**src/rtl/simple_acc_pkg.sv**
```systemverilog
// Shared types for the simple-acc multiplier streamer.
package simple_acc_pkg;

    typedef enum logic [1:0] {
        ST_IDLE,
        ST_ISSUE,
        ST_WAIT,
        ST_DONE
    } streamer_state_e;

endpackage

```
**src/rtl/simple_stride_gen.sv**
```systemverilog
// Operand address-style generator: loads a base value and advances by a latched stride.
module simple_stride_gen
    import simple_acc_pkg::*;
#(
    parameter int DataWidth = 64
) (
    input  logic                 clk_i,
    input  logic                 rst_i,
    input  logic                 load_i,
    input  logic [DataWidth-1:0] base_i,
    input  logic [DataWidth-1:0] stride_i,
    input  logic                 step_i,
    output logic [DataWidth-1:0] value_o
);

    logic [DataWidth-1:0] stride_q;

    // Load wins over step; stepping wraps modulo 2^DataWidth.
    always_ff @(posedge clk_i) begin
        if (rst_i) begin
            value_o  <= '0;
            stride_q <= '0;
        end else if (load_i) begin
            value_o  <= base_i;
            stride_q <= stride_i;
        end else if (step_i) begin
            value_o  <= value_o + stride_q;
        end
    end

endmodule

```
**src/rtl/simple_mul_streamer.sv**
```systemverilog
// Streams (a, b) operand pairs to a single-entry multiplier and accumulates its results.
module simple_mul_streamer
    import simple_acc_pkg::*;
#(
    parameter int DataWidth  = 64,
    parameter int CountWidth = 16
) (
    input  logic                  clk_i,
    input  logic                  rst_i,
    input  logic                  start_i,
    input  logic [DataWidth-1:0]  a_base_i,
    input  logic [DataWidth-1:0]  a_stride_i,
    input  logic [DataWidth-1:0]  b_base_i,
    input  logic [DataWidth-1:0]  b_stride_i,
    input  logic [CountWidth-1:0] len_i,
    output logic [DataWidth-1:0]  a_o,
    output logic [DataWidth-1:0]  b_o,
    output logic                  a_valid_o,
    input  logic                  a_ready_i,
    output logic                  b_valid_o,
    input  logic                  b_ready_i,
    input  logic [DataWidth-1:0]  result_i,
    input  logic                  result_valid_i,
    output logic                  result_ready_o,
    output logic [DataWidth-1:0]  acc_o,
    output logic [CountWidth-1:0] res_count_o,
    output logic                  busy_o,
    output logic                  done_o,
    output logic                  err_o
);

    streamer_state_e state_q, state_d;
    logic [CountWidth-1:0] len_q;
    logic start_job, start_empty, issue_accept, result_accept, last_result;

    assign start_job     = (state_q == ST_IDLE) && start_i && (len_i != '0);
    assign start_empty   = (state_q == ST_IDLE) && start_i && (len_i == '0);
    assign issue_accept  = (state_q == ST_ISSUE) && a_ready_i && b_ready_i;
    assign result_accept = (state_q == ST_WAIT) && result_valid_i;
    assign last_result   = (res_count_o + CountWidth'(1)) == len_q;

    assign a_valid_o      = (state_q == ST_ISSUE);
    assign b_valid_o      = (state_q == ST_ISSUE);
    assign result_ready_o = (state_q == ST_WAIT);

    always_comb begin
        state_d = state_q;
        unique case (state_q)
            ST_IDLE:  if (start_job) state_d = ST_ISSUE;
            ST_ISSUE: if (issue_accept) state_d = ST_WAIT;
            ST_WAIT:  if (result_accept) state_d = last_result ? ST_DONE : ST_ISSUE;
            ST_DONE:  state_d = ST_IDLE;
            default:  state_d = ST_IDLE;
        endcase
    end

    // busy/done are registered copies of the next state so they line up with state_q.
    always_ff @(posedge clk_i) begin
        if (rst_i) begin
            state_q     <= ST_IDLE;
            len_q       <= '0;
            res_count_o <= '0;
            acc_o       <= '0;
            err_o       <= 1'b0;
            done_o      <= 1'b0;
            busy_o      <= 1'b0;
        end else begin
            state_q <= state_d;
            done_o  <= (state_d == ST_DONE) || start_empty;
            busy_o  <= (state_d != ST_IDLE);
            if (start_job || start_empty) begin
                len_q       <= len_i;
                res_count_o <= '0;
                acc_o       <= '0;
                err_o       <= 1'b0;
            end else begin
                if (result_accept) begin
                    acc_o       <= acc_o + result_i;
                    res_count_o <= res_count_o + CountWidth'(1);
                end
                if ((state_q == ST_ISSUE) && ((a_ready_i ^ b_ready_i) || result_valid_i)) begin
                    err_o <= 1'b1;
                end
            end
        end
    end

    simple_stride_gen #(.DataWidth(DataWidth)) u_a_gen (
        .clk_i   (clk_i),
        .rst_i   (rst_i),
        .load_i  (start_job),
        .base_i  (a_base_i),
        .stride_i(a_stride_i),
        .step_i  (result_accept),
        .value_o (a_o)
    );

    simple_stride_gen #(.DataWidth(DataWidth)) u_b_gen (
        .clk_i   (clk_i),
        .rst_i   (rst_i),
        .load_i  (start_job),
        .base_i  (b_base_i),
        .stride_i(b_stride_i),
        .step_i  (result_accept),
        .value_o (b_o)
    );

endmodule

```
**config.mk**
```make
export PLATFORM = sky130hd
export DESIGN_NAME = simple_mul_streamer
export DESIGN_NICKNAME = d
export VERILOG_FILES = /design/src/rtl/simple_acc_pkg.sv /design/src/rtl/simple_stride_gen.sv /design/src/rtl/simple_mul_streamer.sv
export SDC_FILE = /design/constraint.sdc
export NUM_CORES = 1
export LEC_CHECK = 0
export BUFFER_PORTS_ARGS = -buffer_cell sky130_fd_sc_hd__buf_2
export CAP_MARGIN = 10
export CORE_MARGIN = 2
export CORE_UTILIZATION = 50
export CTS_CLUSTER_DIAMETER = 150
export DETAILED_ROUTE_END_ITERATION = 10
export PLACE_DENSITY_LB_ADDON = 0.3
export SLEW_MARGIN = 40
export SYNTH_ARGS = -nofsm -noshare
export SYNTH_HDL_FRONTEND = slang
export SYNTH_SLANG_ARGS = --single-unit
```
**constraint.sdc**
```tcl
create_clock -name clk_i -period 3.6 [get_ports clk_i]
set_clock_uncertainty 0.2 [all_clocks]
set_input_delay 0.36 -clock clk_i [delete_from_list [all_inputs] [get_ports clk_i]]
set_output_delay 0.36 -clock clk_i [all_outputs]
set_load 0.01 [all_outputs]
```
==> run metrics <==
latest clock arrival within the worst-skew pair=580 ps; flop2flop setup slack=50 ps; Pre-Repair DR Iteration Count=6; Leak=between 0.01 and 0.015 uW; max-slew violation count=0; HP Class=input pin to flip-flop; Final period util=98.5%; first-pass GRT wire length=~140 mm; drc violations=0; Port Buf Inserts=~560; Slew @ Worst Pin=~770 ps; overall routing resource usage=35.1%; Critical Path AT=3820 ps; final hold violation count=0; clock sink count=roughly 360; Die Y-Extent=~230 um; 1st-iter DRT viols=between 2000 and 2500; post-DP HPWL=around 65 mm; io pins=556; Synth Instances=about 3300; gpl congestion=approximately 0.97; placed cell count=~4400; DIE WIDTH=between 200 and 250 um; Synth warnings=0; hold path cells=2; initial antenna violation count=17; WL per Instance=just under 20 um; Reg2Reg Capture Point=u_b_gen.value_o[53]; H-tree depth=2; max-cap viol count=0; Post-Route WL=~94 mm; Area after DPL=about 0.028 mm2; met1 GRT Util=about 44%; met3 Use GR=under 10%; # rows=81; CTS tree=done; Layout area overhead=34.3%; Worst Setup End Kind=flip-flop; clock tree buffer depth=3; RR Startpoint=u_b_gen.value_o[15]; worst reg2reg path depth=14; share of cells above drive strength 1=approximately a fifth; Worst Setup SP=u_b_gen.value_o[15]; GRT overflow=0; core footprint=between 0.04 and 0.05 mm2; vias per cell=~6; Main synth FF type=dfxtp_1; VDD IR-drop max=roughly 0.32 mV; Mapped Area=0.0245 mm2; CP Class=flip-flop to flip-flop; post-layout min period=3550 ps; Yosys reg bits=357; DRT antenna net count=0; DR vias=around 28000; WP data required=slightly below 4000 ps; hold_ws=between 20 and 25 ps; GR peak layer=met2; CP endpoint=u_b_gen.value_o[53]; Synth area leader=dfxtp_1; max_slew headroom=between 40% and 50%; pre-CTS setup slack=-329 ps; final setup margin=between 50 and 60 ps; startpoint types=flip-flop; vias in the first global route=26900; Crit Path Max Fanout=4; non-filler cells, final=4749; syn_area_per_cell=7.43 um2; fmax=0.282 GHz; Root Buffer=clkbuf_16; M2 GR Usage=between 50% and 60%; largest net degree at the start of global routing=191; status=finished, final reports clean; Final #Nets=between 4000 and 5000; Setup Viol. Count Final=0; area share of the largest cell type after synthesis=slightly below 30%; Final Core Density=slightly below 70%; syn nets=around 3800; die area=approximately 0.05 mm2; total CTS buffers=42; sequential area share after synthesis=between 20 and 30%; Post-synth EDFFs=0; Synth area leaders=dfxtp_1, a21oi_1, nand2_1, ha_1, xnor2_1; Pwr Density=between 300 and 400 mW/mm2; clock-pin transition on the worst setup and hold timing paths=around 60 ps; design area=0.0329 mm2; async set-reset flop share out of synthesis=0%; post-synth cell types=94; Initial Util=about half; fill count=between 4000 and 5000
-- timing repair --
| item | 4_1_cts | 5_1_grt |
|---|---|---|
| hold buffers | 275 | 0 |
| setup buffers | 0 | 7 |
| hold endpoints to repair | 274 | 0 |
| pin swaps | 0 | 26 |
| endpoints found under the setup margin | 12 | 54 |
| resized for setup | 8 | 85 |
-- layout by cell type (no fill, tap or decap), drive strengths merged, types with 22 or more instances in the layout --
cell type,n
nor2b,22
a22oi,55
nor2,224
a21o,93
a31oi,31
o21ai,151
nor3,52
inv,58
clkbuf,60
a211oi,47
dlygate4sd3,275
nand2,637
o21bai,44
ha,190
xor2,79
buf,675
dfxtp,357
xnor2,112
nand3,49
and3,32
a21oi,513
nand4,46
-- critical path: stages, from the launching register on --
cell and delay [ps]:
dfxtp_1 320, ha_1 350, buf_4 150, nand2_1 80
nor4b_2 340, nand2_1 110, a31oi_2 270, o2111ai_1 150
nand2_1 200, o21ai_1 160, buf_4 170, o31ai_1 360
xor2_1 210, nand2_1 80, a211oi_1 270
-- sequential cells by signal (all words and copies together), names as in the netlist --
| register | count |
|---|---|
| len_q | 16 |
| err_o | 1 |
| u_a_gen.stride_q | 64 |
| done_o | 1 |
| busy_o | 1 |
| state_q | 2 |
| acc_o | 64 |
| res_count_o | 16 |
| u_b_gen.stride_q | 64 |
| u_b_gen.value_o | 64 |
| u_a_gen.value_o | 64 |
-- Yosys cell counts, types with 10 or more instances --
cell      number
a211oi_1      47
a21o_1        92
a21oi_1      512
a221oi_1      15
a22oi_1       55
a311oi_1      21
a31oi_1       29
and2_1        12
and3_1        30
buf_1         11
clkbuf_1     176
dfxtp_1      357
ha_1         190
inv_1         58
nand2_1      637
nand2b_1      17
nand3_1       48
nand4_1       46
nor2_1       224
nor2b_1       22
nor3_1        52
nor4_1        13
o211ai_1      10
o21a_1        17
o21ai_0      147
o21bai_1      44
o22ai_1       19
o31ai_1       16
o41ai_1       10
or3_1         15
xnor2_1      112
xor2_1        79
-- through the flow --
step                power (uW)  TNS (ps)
floorplan                 5950         0
global placement          6810      -976
detailed placement        6820     -1630
CTS                      11800         0
global route             12300     -67.6
finish                   11900         0
-- kinds of logic after synthesis --
kind of cell,synth area share (%)
mux,0.414
flops,29.2
simple gates,20.4
compound gates,28.4
fa+ha+maj,9.95
xor+xnor,6.83
buf+inv,4.75
-- metal layers --
layer / wire length (um) / vias to the layer above
met3: 7770 / 303
met2: 43300 / 1417
li1: - / 13400
met4: 4750 / 8
met5: 52 / -
met1: 37800 / 13200
-- power by group --
part           switching, uW  total (uW)  internal [uW]
combinational           1570        2740           1170
clock                   1810        4760           2950
sequential               202        4390           4180
total                   3580       11900           8300
-- area by class of cell --
cell class              count  area, um2  area share [%]
multi-input cells        2671      16600            50.5
flip-flops and latches    357       7150            21.7
repair buffers            950       6580            20.0
clock buffers              60       1270            3.87
well taps                 622        778            2.37
clock inverters            14        251           0.765
inverters                  58        218           0.662
diodes                     17       42.5           0.129
-- worst min path at each step --
stage                     slack (ps)                 from             endpoint
after floorplan                  240  u_a_gen.stride_q[0]  u_a_gen.stride_q[0]
after CTS                        0.6         b_base_i[16]  u_b_gen.value_o[16]
after detailed placement         250  u_b_gen.stride_q[2]  u_b_gen.stride_q[2]
after global routing               3         b_base_i[16]  u_b_gen.value_o[16]
after global placement           230                err_o                err_o
final                             20                rst_i             len_q[4]
No activity file was read; power rests on OpenSTA's default activity.
